File: config.mk
export PLATFORM = sky130hd
export DESIGN_NAME = timer_multi
export DESIGN_NICKNAME = d
export VERILOG_FILES = /design/src/rtl/timer_pkg.sv /design/src/rtl/timer_channel.sv /design/src/rtl/timer_multi.sv
export SDC_FILE = /design/constraint.sdc
export NUM_CORES = 1
export LEC_CHECK = 0
export CORE_MARGIN = 4
export CORE_UTILIZATION = 27
export CTS_CLUSTER_DIAMETER = 50
export DETAILED_ROUTE_END_ITERATION = 7
export GPL_TIMING_DRIVEN = 1
export HOLD_SLACK_MARGIN = 0.08
export SLEW_MARGIN = 20
export SYNTH_ARGS = -nofsm -noshare
export SYNTH_HDL_FRONTEND = slang
export SYNTH_SLANG_ARGS = --single-unit
File: constraint.sdc
create_clock -name clk -period 4 [get_ports clk]
set_input_delay 1.2 -clock clk [delete_from_list [all_inputs] [get_ports clk]]
set_output_delay 1.2 -clock clk [all_outputs]
set_load 0.02 [all_outputs]
File: src/rtl/timer_pkg.sv
// Shared definitions for the multi-channel timer.
// Register selects, CTRL bit positions and channel state.
package timer_pkg;

    localparam logic [1:0] CTRL   = 2'd0;
    localparam logic [1:0] LOAD   = 2'd1;
    localparam logic [1:0] COUNT  = 2'd2;
    localparam logic [1:0] STATUS = 2'd3;

    localparam int EN   = 0;
    localparam int MODE = 1;
    localparam int IE   = 2;

    typedef enum logic {
        IDLE = 1'b0,
        RUN  = 1'b1
    } ch_state_e;

endpackage

File: src/rtl/timer_channel.sv
// One down-counting timer channel: CTRL/LOAD/COUNT/STATUS
// registers and the IDLE/RUN state machine.
module timer_channel
    import timer_pkg::*;
#(
    parameter int WIDTH = 16
) (
    input  logic             clk,
    input  logic             rst,
    input  logic             tick,
    input  logic             we_ctrl,
    input  logic             we_load,
    input  logic             we_status,
    input  logic [WIDTH-1:0] wdata,
    output logic [WIDTH-1:0] count,
    output logic [WIDTH-1:0] load,
    output logic [2:0]       ctrl,
    output logic             pending,
    output logic             expire
);

    ch_state_e state;

    always_ff @(posedge clk) begin
        if (!rst) begin
            state   <= IDLE;
            ctrl    <= '0;
            load    <= '0;
            count   <= '0;
            pending <= 1'b0;
            expire  <= 1'b0;
        end else begin
            expire <= 1'b0;
            if (we_load)
                load <= wdata;
            if (we_status && wdata[0])
                pending <= 1'b0;
            if (we_ctrl)
                ctrl <= wdata[2:0];
            unique case (state)
                IDLE: begin
                    if (we_ctrl && wdata[EN]) begin
                        state <= RUN;
                        count <= load;
                    end
                end
                RUN: begin
                    if (we_ctrl && !wdata[EN]) begin
                        state <= IDLE;
                    end else if (tick) begin
                        if (count != '0) begin
                            count <= count - 1'b1;
                        end else begin
                            // expiry beats a same-edge STATUS clear
                            expire  <= 1'b1;
                            pending <= 1'b1;
                            if (ctrl[MODE]) begin
                                count <= load;
                            end else begin
                                ctrl[EN] <= 1'b0;
                                state    <= IDLE;
                            end
                        end
                    end
                end
                default: state <= IDLE;
            endcase
        end
    end

endmodule

File: src/rtl/timer_multi.sv
// Multi-channel timer: shared prescaler, register decode,
// registered read mux and combined interrupt.
module timer_multi
    import timer_pkg::*;
#(
    parameter int NUM_CH    = 4,
    parameter int WIDTH     = 16,
    parameter int PRESC_DIV = 1
) (
    input  logic                      clk,
    input  logic                      rst,
    input  logic                      we,
    input  logic [$clog2(NUM_CH)+1:0] addr,
    input  logic [WIDTH-1:0]          wdata,
    output logic [WIDTH-1:0]          rdata,
    output logic [NUM_CH-1:0]         expire,
    output logic                      irq
);

    localparam int AW = $clog2(NUM_CH) + 2;
    localparam int PW = (PRESC_DIV > 1) ? $clog2(PRESC_DIV) : 1;

    logic [PW-1:0]    presc;
    logic             tick;
    logic [AW-1:0]    chsel;
    logic [1:0]       rsel;
    logic [WIDTH-1:0] cnt [NUM_CH];
    logic [WIDTH-1:0] ld  [NUM_CH];
    logic [2:0]       ctl [NUM_CH];
    logic [NUM_CH-1:0] pend;
    logic [NUM_CH-1:0] ie;
    logic [NUM_CH-1:0] hit;
    logic [WIDTH-1:0] rnext;

    assign tick  = (presc == PW'(PRESC_DIV - 1));
    assign chsel = addr >> 2;
    assign rsel  = addr[1:0];

    always_ff @(posedge clk) begin
        if (!rst)
            presc <= '0;
        else
            presc <= tick ? '0 : presc + 1'b1;
    end

    for (genvar gi = 0; gi < NUM_CH; gi++) begin : g_ch
        assign hit[gi] = we && (chsel == AW'(gi));
        assign ie[gi]  = ctl[gi][IE];
        timer_channel #(
            .WIDTH(WIDTH)
        ) u_ch (
            .clk       (clk),
            .rst       (rst),
            .tick      (tick),
            .we_ctrl   (hit[gi] && rsel == CTRL),
            .we_load   (hit[gi] && rsel == LOAD),
            .we_status (hit[gi] && rsel == STATUS),
            .wdata     (wdata),
            .count     (cnt[gi]),
            .load      (ld[gi]),
            .ctrl      (ctl[gi]),
            .pending   (pend[gi]),
            .expire    (expire[gi])
        );
    end

    // out-of-range channels match no entry and read 0
    always_comb begin
        rnext = '0;
        for (int i = 0; i < NUM_CH; i++) begin
            if (chsel == AW'(i)) begin
                unique case (rsel)
                    CTRL:    rnext = WIDTH'(ctl[i]);
                    LOAD:    rnext = ld[i];
                    COUNT:   rnext = cnt[i];
                    STATUS:  rnext = WIDTH'(pend[i]);
                    default: rnext = '0;
                endcase
            end
        end
    end

    always_ff @(posedge clk) begin
        if (!rst) begin
            rdata <= '0;
            irq   <= 1'b0;
        end else begin
            rdata <= rnext;
            irq   <= |(pend & ie);
        end
    end

endmodule

Word level (Yosys, flattened, before mapping)
Cells that the tools add are included.

cells by class
  $add $sub $neg = 5
  equality and inequality tests = 22
  mux-type cells = 104
  bitwise gates (word level) = 6
  reduce and logical (&&, ||, !) cells = 45

operators by type and width
  cell                   count
  $mux 16                24
  $pmux 16 s4            4
  $pmux 16 s2            4
  $mux 1                 68
  $reduce_bool 16->1     4
  $sub 16x1->16 const B  4
  $logic_and 1x1->1      28
  $reduce_or 4->1        5
  $ne 2x2->1 const B     8
  $reduce_and 4->1       4
  $ne 3x2->1 const B     4
  $eq 2x2->1 const B     4
  $ne 2x1->1 const B     4
  $pmux 1 s2             4
  $not 1->1              5
  $and 4x4->4            1
  $eq 2x1->1 const B     2
  $logic_not 4->1        1
  $logic_not 2->1        1
  $reduce_and 2->1       1
  $add 1x1->1 const B    1
  $logic_not 1->1        1

word-level totals
  flip-flop bits (word level) = 170
  bits of input ports = 23
  logic and storage cells = 213

Longest topological paths before layout
Gate-level depths: netlist of the first run.

  depth after elaboration = 9
  mapped depth = 10
  depth with buffers taken out = 8

Modules after synthesis
Synthesis of the first run repeated with hierarchy kept, for this count alone.

second synthesis, totals
  cell total of the unflattened synthesis = 1111
  area total of the unflattened synthesis = 9307.7 µm²

by module, submodules not included
  module         times used  cells each  area an instance (µm²)  seq. area each (µm²)
  timer_channel  4           220         1875.5                  760.7
  timer_multi    1           231         1805.5                  360.3

Worst setup path after synthesis of the first run
OpenSTA, ideal clock, no wires.

  path type = input-to-reg
  from = in addr[3]
  to = reg g_ch[0].u_ch.count[10]
  library setup time = 0.117 ns
  arrival = 2.848 ns
  data required time = 3.883 ns
  slack = 1.035 ns
  stages on the path = 8
  path buffers = 2
  path through = clkbuf_1 > or2_2 > clkbuf_1 > nor2_1 > o211ai_1 > nor2_1 > o21ai_0 > a32o_1

between the ends
  cells in the longest elaborated chain, start to end = 6

ends and longest elaborated chain
  what                                                       RTL line                                  text
  start, declared                                            timer_multi.sv:13                         input logic [$clog2(NUM_CH)+1:0] addr,
  $logic_not 4->1 (*)                                        timer_multi.sv:47                         assign hit[gi] = we && (chsel == AW'(gi));
  $logic_and 1x1->1 (*)                                      timer_multi.sv:47
  $logic_and 1x1->1 (*)                                      timer_multi.sv:55                         .we_ctrl (hit[gi] && rsel == CTRL),
  $logic_and 1x1->1 (on tied branches)                       timer_channel.sv:48, timer_channel.sv:42
  $ne 2x2->1 (no line) / $ne 2x1->1 (equally long branches)  n/a
  $reduce_and 4->1 (no line) (*)                             n/a
  end signal, assigned                                       timer_channel.sv:44                       count <= load;
  end signal, assigned                                       timer_channel.sv:52                       count <= count - 1'b1;
  end signal, assigned                                       timer_channel.sv:58                       count <= load;
  end, declared                                              timer_channel.sv:15                       output logic [WIDTH-1:0] count,

Mark *: on every way between the ends. The rest lies on a longest branch, timed or not.
A chain may end at the register's enable or synchronous reset.

Worst setup path after layout of the first run
  from = in addr[0]
  to = reg g_ch[0].u_ch.load[6]

between the ends
  cells in the longest elaborated chain, start to end = 2

ends and longest elaborated chain
  what                  RTL line             text
  $eq 2x1->1            timer_multi.sv:56    .we_load (hit[gi] && rsel == LOAD),
  $logic_and 1x1->1     timer_multi.sv:56
  end signal, assigned  timer_channel.sv:35  load <= wdata;
  end, declared         timer_channel.sv:16  output logic [WIDTH-1:0] load,

No other way between the ends.

==> flow_summary.json, run 1 <==
{
  "status": "complete, no violations",
  "synth.area.top_cells": "dfxtp_1 (38%), nand2_1 (10%), a21oi_1 (8.9%), clkbuf_1 (2.8%), nor2_1 (2.7%)",
  "drt-initial-drc-count": 934,
  "synthToLayoutAreaGrowth_pct": 16.2,
  "ys_ff_latch": 170,
  "dieWidth_um": 191,
  "cts_tree": "built",
  "drive_above_1_share": 0.0859,
  "root_buffer": "clkbuf_16",
  "antennaDiodeCount": 0,
  "yosys.area_share.simple": 0.237,
  "power_density_nw_per_um2": 361,
  "yosys.area.top_type": "dfxtp_1",
  "synthAdderAreaFrac": 0.0111,
  "hp-start": "g_ch[0].u_ch.ctrl[0]$_SDFF_PN0_",
  "crit_required_ns": 4.30,
  "r2r_cells": 9,
  "grt_first_pass_wirelength_um": 48900,
  "place_congestion": 0.887,
  "cts-resized-gates": 0,
  "synth_seq_area_share": 0.378,
  "yosysWarnings": 0,
  "via_per_inst": 5.57,
  "die_h_um": 191,
  "pwr-share-seq": 0.458,
  "synth_flop_cell": "dfxtp_1",
  "placed_area_um2": 9850,
  "final_common_cell": "nand2_1",
  "drtAntennaViolNets": 0,
  "period_minus_slack_ns": 3.31,
  "io_pins": 44,
  "min_path_type": "reg2reg",
  "synth_edf_count": 0,
  "clock_latency_ns": 0.44,
  "finalHoldViolCount": 0,
  "start_util": 0.275,
  "synth-compound-area-share": 0.289,
  "yosys.area_share.xor_xnor": 0,
  "end_kind": "register",
  "vias": 9008,
  "cts_hold_buf": 0,
  "drv_slew": 0,
  "setup_tns_ns": 0,
  "drc": 0,
  "switching_share": 0.247,
  "power.leakage_nw": 3.46,
  "grt_max_degree": 68,
  "critical_path.max_fanout": 18,
  "final_cell_area_um2": 10500,
  "reg2reg_slack_ns": 0.85,
  "clock-skew-final_ns": 0.0125,
  "synth_top_area_frac": 0.378,
  "synth_top_family_by_area": "compound AO/OA/AOI/OAI gates",
  "cts.path.max_buffers": 2,
  "core_area_um2": 32700,
  "dr.pass1.iters": 5,
  "cts_setup_buffers": 0,
  "io_buffers": 43,
  "cts-buffers-inserted": 17,
  "p_int_mw": 2.84,
  "crit_type": "in2reg",
  "std_cell_rows": 66,
  "max_freq_mhz": 302,
  "netlist_instances": 1162,
  "synth_cell_types": 75,
  "dieArea_um2": 36300,
  "final_cell_mix": "nand2_1 (239), dfxtp_1 (170), a21oi_1 (160), nor2_1 (65), clkdlybuf4s50_1 (41)",
  "worst_pin_slew_ns": 0.990,
  "synth_nets": 1193,
  "whs_path_depth": 2,
  "routedWlPerCell_um": 19.4,
  "rr_endpoint": "g_ch[2].u_ch.count[5]$_SDFFE_PN0P_",
  "reg2reg_from": "g_ch[2].u_ch.count[0]$_SDFFE_PN0P_",
  "nets": 1195,
  "setup_viol": 0,
  "grt_pass1_vias": 8333,
  "clock_power_share": 0.465,
  "place_hpwl_um": 22400,
  "rsz0062_at_grt": "false",
  "synthMuxAreaShare": 0.0307,
  "timing.slew.headroom": 0.340,
  "switchingPower_mw": 0.930,
  "maxCapViolations": 0,
  "postSynthAreaPerCell_um2": 7.75,
  "fillers": 3537,
  "wirelength_um": 31300,
  "startpoint_type": "input port",
  "grt_antenna_before_repair": 0,
  "ir_drop_mv": 0.274,
  "clk_pin_slew_ns": 0.07,
  "gr-total-overflow": 0,
  "finalCritPeriodShare": 0.827,
  "synthArstFlopShare": 0,
  "grt_usage": 0.170,
  "worst_ep_arrival_time_ns": 3.60,
  "htreeDepth": 4,
  "hold_end": "g_ch[0].u_ch.ctrl[0]$_SDFF_PN0_",
  "cts_sinks": 170,
  "power_frac_comb": 0.077,
  "synthesis.area_um2": 9000
}
-- state kept, by name, indices dropped and copies added (netlist names) --
name               count
g_ch.u_ch.count       64
g_ch.u_ch.load        64
rdata                 16
g_ch.u_ch.ctrl        12
g_ch.u_ch.expire       4
g_ch.u_ch.pending      4
g_ch.u_ch.state        4
irq                    1
presc                  1
-- synth_stat cells, types with 4 or more instances --
cell type  instances
o31ai_1           12
nor2_1            65
o21ai_1           17
nor3_1            39
o32ai_1            6
nand2_1          239
a22oi_1           21
o21a_1             8
or4_4              5
nand3_1           28
buf_4              7
a31oi_1            6
a221oi_1          26
and3_1             5
buf_6              4
o22ai_1           10
clkbuf_1          67
buf_2             13
a221o_1            8
o211ai_1          14
a211oi_1          10
nand2b_1          10
o41ai_1            9
inv_1             13
ha_1               8
mux4_2             6
nor2b_1            5
a21oi_1          160
a21o_1             8
a32o_1            17
nor4_1            11
dfxtp_1          170
or3_1             16
nand4_1            4
o21ai_0           31
mux2i_1           13
a22o_1             5
and2_1             6
-- worst max path at each step --
stage	endpoint	depth (start not counted)	slack, ns	from
final	g_ch[0].u_ch.load[6]$_SDFFE_PN0P_	7	0.69	addr[0]
after global routing	g_ch[0].u_ch.load[7]$_SDFFE_PN0P_	7	0.54	addr[0]
after CTS	g_ch[0].u_ch.load[7]$_SDFFE_PN0P_	7	0.76	addr[0]
after detailed placement	g_ch[0].u_ch.load[7]$_SDFFE_PN0P_	7	0.29	addr[0]
after global placement	g_ch[0].u_ch.load[8]$_SDFFE_PN0P_	7	0.32	addr[0]
after floorplan	g_ch[0].u_ch.count[10]$_SDFFE_PN0P_	8	1.03	addr[3]
-- cell families after synthesis --
group	count (synthesis)
and+or+nand+nor	460
muxes	20
DFF	170
buffers and inverters	108
adders and majority gates	8
AOI/OAI and AO/OA	395
other	1
-- power by group through the flow --
stage | Clock [mW] | Combinational [mW] | Sequential (mW)
after floorplan | 0 | 0.157 | 1.77
after global placement | 0 | 0.286 | 1.77
after detailed placement | 0 | 0.288 | 1.77
after CTS | 1.78 | 0.289 | 1.73
after global routing | 1.85 | 0.310 | 1.73
final | 1.75 | 0.290 | 1.73
-- area by class of cell --
type | instances | area (um2) | area share
repair buffers | 77 | 701 | 0.0670
clock inverters | 9 | 138 | 0.0132
inverters | 14 | 53.8 | 0.00514
well taps | 442 | 553 | 0.0529
multi-input cells | 884 | 5140 | 0.491
clock buffers | 22 | 474 | 0.0453
flip-flops and latches | 170 | 3400 | 0.325
-- critical path, stage by stage --
cell	delay, ns
clkdlybuf4s50_1	0.51
buf_4	0.22
nor2b_4	0.52
buf_4	0.27
nand3_1	0.53
nand2_1	0.25
a21oi_1	0.09
-- through the flow --
step | cells | setup slack (ns) | power [mW] | util | hold slack [ns]
after global placement | 1587 | 0.319 | 2.05 | 0.301 | 0.453
after global routing | 1618 | 0.535 | 3.89 | 0.320 | 0.493
final | 1618 | 0.693 | 3.77 | 0.320 | 0.459
after floorplan | 1162 | 1.03 | 1.92 | - | 0.430
after CTS | 1618 | 0.756 | 3.80 | 0.320 | 0.457
after detailed placement | 1587 | 0.291 | 2.05 | 0.301 | 0.447
-- per-layer routing --
metal	vias to the layer above	share of wire	GRT usage	routed length, um
met5	-	0	0	0
met4	0	0.024	0.0536	763
met3	49	0.072	0.0364	2250
met2	363	0.46	0.265	14300
met1	4339	0.45	0.235	14000
li1	4257	-	-	-
(Power assumes the default switching activity.)
==> inputs of run 2 (changes only) <==
==> constraint.sdc (replaced) <==
create_clock -name clk -period 2.94 [get_ports clk]
set_input_delay 0.882 -clock clk [delete_from_list [all_inputs] [get_ports clk]]
set_output_delay 0.882 -clock clk [all_outputs]
set_load 0.02 [all_outputs]
==> run 2 against run 1 <==
Worst setup slack worse by 0.53 ns. Via count up 2.7%. Largest power group is now sequential cells. Worst hold slack worse by 0.0036 ns. Flip-flop and latch count unchanged. Sequential share of layout area down 1.5 points. Highest routed layer unchanged. Total power up 34%.
==> flow_summary.json, run 2 (synthesis results as in run 1) <==
{
  "status": "complete, no violations",
  "die_h_um": 191,
  "whs_path_depth": 2,
  "grt_antenna_before_repair": 0,
  "drive_above_1_share": 0.126,
  "setup_viol": 0,
  "worstPathBufferInverterCount": 1,
  "period_minus_slack_ns": 2.78,
  "io_pins": 44,
  "final_cell_mix": "nand2_1 (239), dfxtp_1 (170), a21oi_1 (160), buf_4 (73), nor2_1 (65)",
  "switchingPower_mw": 1.31,
  "reg_top3": "g_ch.u_ch.count x64, g_ch.u_ch.load x64, rdata x16",
  "clk_pin_slew_ns": 0.07,
  "critical_path.max_fanout": 7,
  "clock-skew-final_ns": 0.0169,
  "fin_util": 0.336,
  "crit_chain": "clkdlybuf4s50_1, or3b_1, or3_1, o211ai_1, or2_1, nor2_2, a32o_1",
  "nets": 1248,
  "grt_usage": 0.173,
  "hold_end": "g_ch[1].u_ch.ctrl[0]$_SDFF_PN0_",
  "synthToLayoutAreaGrowth_pct": 21.9,
  "instances_no_fill": 1672,
  "antennaDiodeCount": 0,
  "finalHoldViolCount": 0,
  "holdWs_ns": 0.456,
  "dieWidth_um": 191,
  "worst_pin_slew_ns": 0.645,
  "dieArea_um2": 36300,
  "crit_type": "in2reg",
  "io_buffers": 43,
  "core_area_um2": 32700,
  "routedWlPerCell_um": 19.1,
  "rr_endpoint": "g_ch[1].u_ch.count[3]$_SDFFE_PN0P_",
  "start_util": 0.275,
  "rsz0062_at_grt": "false",
  "critPathSlowestCell": "clkdlybuf4s50_1",
  "end_kind": "register",
  "startpoint_type": "input port",
  "crit_family": "simple AND/OR/NAND/NOR gates",
  "grt_pass1_vias": 8533,
  "clock_latency_ns": 0.44,
  "worst_ep_arrival_time_ns": 3.11,
  "final_common_cell": "nand2_1",
  "cts_tree": "built",
  "p_int_mw": 3.76,
  "ir_drop_mv": 0.403,
  "cts-resized-gates": 0,
  "drtAntennaViolNets": 0,
  "switching_share": 0.258,
  "maxCapViolations": 0,
  "reg2reg_from": "g_ch[1].u_ch.count[0]$_SDFFE_PN0P_",
  "cts.path.max_buffers": 2,
  "hp-start": "g_ch[1].u_ch.ctrl[0]$_SDFF_PN0_",
  "place_congestion": 0.922,
  "dr.pass1.iters": 6,
  "pwr-share-seq": 0.463,
  "power_density_nw_per_um2": 462,
  "dp.cells": 1640,
  "grt_first_pass_wirelength_um": 49500,
  "finalCritPeriodShare": 0.946,
  "timing.slew.headroom": 0.569,
  "crit_required_ns": 3.27,
  "drt-initial-drc-count": 1111,
  "std_cell_rows": 66,
  "cts_sinks": 170,
  "r2r_cells": 8,
  "htreeDepth": 4,
  "power_frac_comb": 0.090,
  "grt_max_degree": 55,
  "via_per_inst": 5.53,
  "cts_setup_buffers": 0,
  "cts_hold_buf": 0,
  "power.leakage_nw": 3.74,
  "root_buffer": "clkbuf_16",
  "max_freq_mhz": 360,
  "drc": 0,
  "clock_power_share": 0.447,
  "cts-buffers-inserted": 17,
  "place_hpwl_um": 23500,
  "wirelength_um": 32000,
  "gr-total-overflow": 0,
  "vias": 9247,
  "drv_slew": 0,
  "min_path_type": "reg2reg",
  "max_stage_delay_ns": 0.54,
  "reg2reg_slack_ns": 0.24
}
[run 2: cell count changes in the layout (fill, tap and decap cells not counted)]
cell and delta:
clkinv_2 +1, buf_4 +41, buf_12 +12, inv_6 +1, clkbuf_8 -3, clkinvlp_4 +3
bufinv_16 -1
[run 2: through the flow]
step	cell area, um2	TNS, ns	worst slack, ns	total power [mW]
global placement	10400	-8.84	-0.286	2.85
finish	11000	0	0.159	5.07
CTS	11000	0	0.176	5.12
detailed placement	10400	-10.42	-0.282	2.85
floorplan	9000	0	0.293	2.62
global route	11000	0	0.0192	5.24
[run 2: layout make-up]
cell class              instances  area (um2)
multi-input cells             884        5140
clock inverters                13         144
repair buffers                130        1250
fillers                      3499       21700
clock buffers                  19         433
well taps                     442         553
flip-flops and latches        170        3400
inverters                      14        53.8
[run 2: layer usage]
layer / track usage / wire length [um]
met1: 0.234 / 14100
met2: 0.281 / 14900
met3: 0.0295 / 2090
met4: 0.0591 / 909
met5: 0 / 0
[run 2: power groups by stage]
stage	combinational, mW	sequential (mW)	clock [mW]
global placement	0.446	2.40	0
detailed placement	0.449	2.40	0
finish	0.456	2.35	2.27
CTS	0.451	2.35	2.32
global route	0.482	2.35	2.40
floorplan	0.213	2.40	0
[run 2: worst register-to-register path: cells and delay by family (launching register included)]
| family | cells | cell delay, ns |
|---|---|---|
| AO/OA/AOI/OAI | 2 | 0.58 |
| adder cells (fa/ha/maj) | 1 | 0.17 |
| buffers and inverters | 1 | 0.14 |
| flip-flops | 1 | 0.40 |
| AND/OR/NAND/NOR | 4 | 1.31 |
[run 2: worst max-delay path by stage]
stage               cells past startpoint                                  end  slack (ns)    start
CTS                                     8                 rdata[10]$_SDFF_PN0_        0.18  addr[1]
finish                                  7  g_ch[0].u_ch.count[13]$_SDFFE_PN0P_        0.16       we
global route                            8                 rdata[10]$_SDFF_PN0_        0.02  addr[1]
global placement                        8                 rdata[10]$_SDFF_PN0_       -0.29  addr[1]
floorplan                               8  g_ch[0].u_ch.count[10]$_SDFFE_PN0P_        0.29  addr[3]
detailed placement                      8                 rdata[10]$_SDFF_PN0_       -0.28  addr[1]
==> inputs of run 3 (changes only) <==
--- a/config.mk
+++ b/config.mk
@@ -9,6 +9,7 @@
 export CORE_UTILIZATION = 27
 export CTS_CLUSTER_DIAMETER = 50
 export DETAILED_ROUTE_END_ITERATION = 7
+export DONT_BUFFER_PORTS = 1
 export GPL_TIMING_DRIVEN = 1
 export HOLD_SLACK_MARGIN = 0.08
 export SLEW_MARGIN = 20
==> run 3 against run 2 <==
Count of clock-buffer cells in the layout down 2. Global-route usage down 0.098 points. Final cell count down 5.1%. Fmax up 9.0%. Flip-flop and latch count unchanged. Core utilization down 2.6 points. Worst hold slack better by 0.0021 ns.
==> flow_summary.json, run 3 (synthesis results as in run 1) <==
{
  "maxCapViolations": 0,
  "reg2reg_from": "g_ch[1].u_ch.count[0]$_SDFFE_PN0P_",
  "cts_setup_buffers": 0,
  "finalCritPeriodShare": 0.868,
  "worst_pin_slew_ns": 0.694,
  "die_h_um": 191,
  "drive_above_1_share": 0.0979,
  "max_freq_mhz": 392,
  "max_stage_delay_ns": 0.55,
  "place_congestion": 0.889,
  "power_density_nw_per_um2": 493,
  "r2r_cells": 9,
  "critical_path.max_fanout": 34,
  "instances_no_fill": 1586,
  "drt-initial-drc-count": 1038,
  "rsz0062_at_grt": "false",
  "via_per_inst": 5.55,
  "start_util": 0.275,
  "finalPower_mw": 4.99,
  "period_minus_slack_ns": 2.55,
  "timing.slew.headroom": 0.537,
  "clock-skew-final_ns": 0.0179,
  "worst_ep_arrival_time_ns": 2.93,
  "grt_usage": 0.172,
  "startpoint_type": "register",
  "core_area_um2": 32700,
  "gr-total-overflow": 0,
  "dieWidth_um": 191,
  "dp.cells": 1554,
  "setup_tns_ns": 0,
  "routedWlPerCell_um": 19.9,
  "crit_type": "reg2reg",
  "switching_share": 0.271,
  "crit_end": "g_ch[1].u_ch.count[0]$_SDFFE_PN0P_",
  "status": "complete, no violations",
  "cts.path.max_buffers": 2,
  "crit_family": "simple AND/OR/NAND/NOR gates",
  "switchingPower_mw": 1.35,
  "worstPathBufferInverterCount": 2,
  "setup_viol": 0,
  "drtAntennaViolNets": 0,
  "grt_first_pass_wirelength_um": 49100,
  "ff_latch_area_um2": 3400,
  "fillers": 3525,
  "wirelength_um": 31600,
  "power_frac_comb": 0.052,
  "fin_util": 0.309,
  "reg2reg_slack_ns": 0.39,
  "cts_hold_buf": 0,
  "root_buffer": "clkbuf_16",
  "final_cell_mix": "nand2_1 (239), dfxtp_1 (170), a21oi_1 (160), nor2_1 (65), buf_4 (41)",
  "dr.pass1.iters": 5,
  "reg_top3": "g_ch.u_ch.count x64, g_ch.u_ch.load x64, rdata x16",
  "worst_slack_ns": 0.389,
  "rr_endpoint": "g_ch[1].u_ch.count[0]$_SDFFE_PN0P_",
  "min_path_type": "reg2reg",
  "io_buffers": 0,
  "pre_cts_ws_ns": 0.239,
  "end_kind": "register",
  "cts-resized-gates": 0,
  "power.leakage_nw": 3.35,
  "crit_required_ns": 3.32,
  "std_cell_rows": 66,
  "drc": 0,
  "cp-startpoint": "g_ch[1].u_ch.count[0]$_SDFFE_PN0P_",
  "pwr-share-seq": 0.473,
  "cts_tree": "built",
  "cts_sinks": 170,
  "final_common_cell": "nand2_1",
  "finalHoldViolCount": 0,
  "multi_input_area_um2": 5140,
  "crit_chain": "inv_1, ha_1, or4b_4, or4_4, o21ai_4, buf_12, nand2_1, a31oi_1, a21boi_1",
  "nets": 1162,
  "cts-buffers-inserted": 17,
  "grt_antenna_before_repair": 0,
  "p_int_mw": 3.64,
  "grt_max_degree": 69,
  "path_depth": 9,
  "ir_drop_mv": 0.393,
  "vias": 8810,
  "antennaDiodeCount": 0,
  "htreeDepth": 4,
  "clk_pin_slew_ns": 0.08,
  "grt_pass1_vias": 8067,
  "synthToLayoutAreaGrowth_pct": 12.4,
  "drv_slew": 0,
  "clock_latency_ns": 0.45,
  "critPathSlowestCell": "or4_4",
  "io_pins": 44,
  "clock_power_share": 0.475,
  "dieArea_um2": 36300,
  "place_hpwl_um": 22400
}
run 3: worst min path at each step:
| stage | startpoint | endpoint | slack [ns] | cells past startpoint |
|---|---|---|---|---|
| floorplan | g_ch[0].u_ch.ctrl[0]$_SDFF_PN0_ | g_ch[0].u_ch.ctrl[0]$_SDFF_PN0_ | 0.43 | 2 |
| global placement | g_ch[0].u_ch.ctrl[0]$_SDFF_PN0_ | g_ch[0].u_ch.ctrl[0]$_SDFF_PN0_ | 0.45 | 2 |
| detailed placement | g_ch[0].u_ch.ctrl[0]$_SDFF_PN0_ | g_ch[0].u_ch.ctrl[0]$_SDFF_PN0_ | 0.45 | 2 |
| CTS | g_ch[0].u_ch.ctrl[0]$_SDFF_PN0_ | g_ch[0].u_ch.ctrl[0]$_SDFF_PN0_ | 0.46 | 2 |
| global route | g_ch[0].u_ch.ctrl[0]$_SDFF_PN0_ | g_ch[0].u_ch.ctrl[0]$_SDFF_PN0_ | 0.48 | 2 |
| finish | g_ch[0].u_ch.ctrl[0]$_SDFF_PN0_ | g_ch[0].u_ch.ctrl[0]$_SDFF_PN0_ | 0.46 | 2 |
run 3: layer usage:
layer | GRT usage | vias up | wire length (um)
li1 | - | 4189 | -
met1 | 0.243 | 4238 | 14100
met2 | 0.268 | 349 | 14500
met3 | 0.0364 | 34 | 2560
met4 | 0.0472 | 0 | 554
met5 | 0 | - | 0
run 3: layout make-up:
| type | count | share of cell area |
|---|---|---|
| multi-input combinational | 884 | 0.508 |
| sequential | 170 | 0.336 |
| tap | 442 | 0.0547 |
| clock buffer | 17 | 0.0421 |
| timing repair buffer | 44 | 0.0364 |
| clock inverter | 15 | 0.0172 |
| inverter | 14 | 0.00532 |
run 3: through the flow:
| step | hold slack (ns) | area [um2] |
|---|---|---|
| CTS | 0.456 | 10100 |
| finish | 0.458 | 10100 |
| detailed placement | 0.445 | 9520 |
| global placement | 0.445 | 9520 |
| global route | 0.481 | 10100 |
| floorplan | 0.430 | 9000 |
run 3: tightest hold or removal path: cells and delay by family (launching register included):
kind	cells	cell delay, ns
AND/OR/NAND/NOR	1	0.05
AO/OA/AOI/OAI	1	0.05
flip-flops	1	0.31
run 3: power by group through the flow:
stage	Sequential (mW)	Clock [mW]	Combinational (mW)
floorplan	2.40	0	0.213
global placement	2.42	0	0.256
detailed placement	2.42	0	0.259
CTS	2.36	2.41	0.260
global route	2.37	2.48	0.283
finish	2.36	2.37	0.260
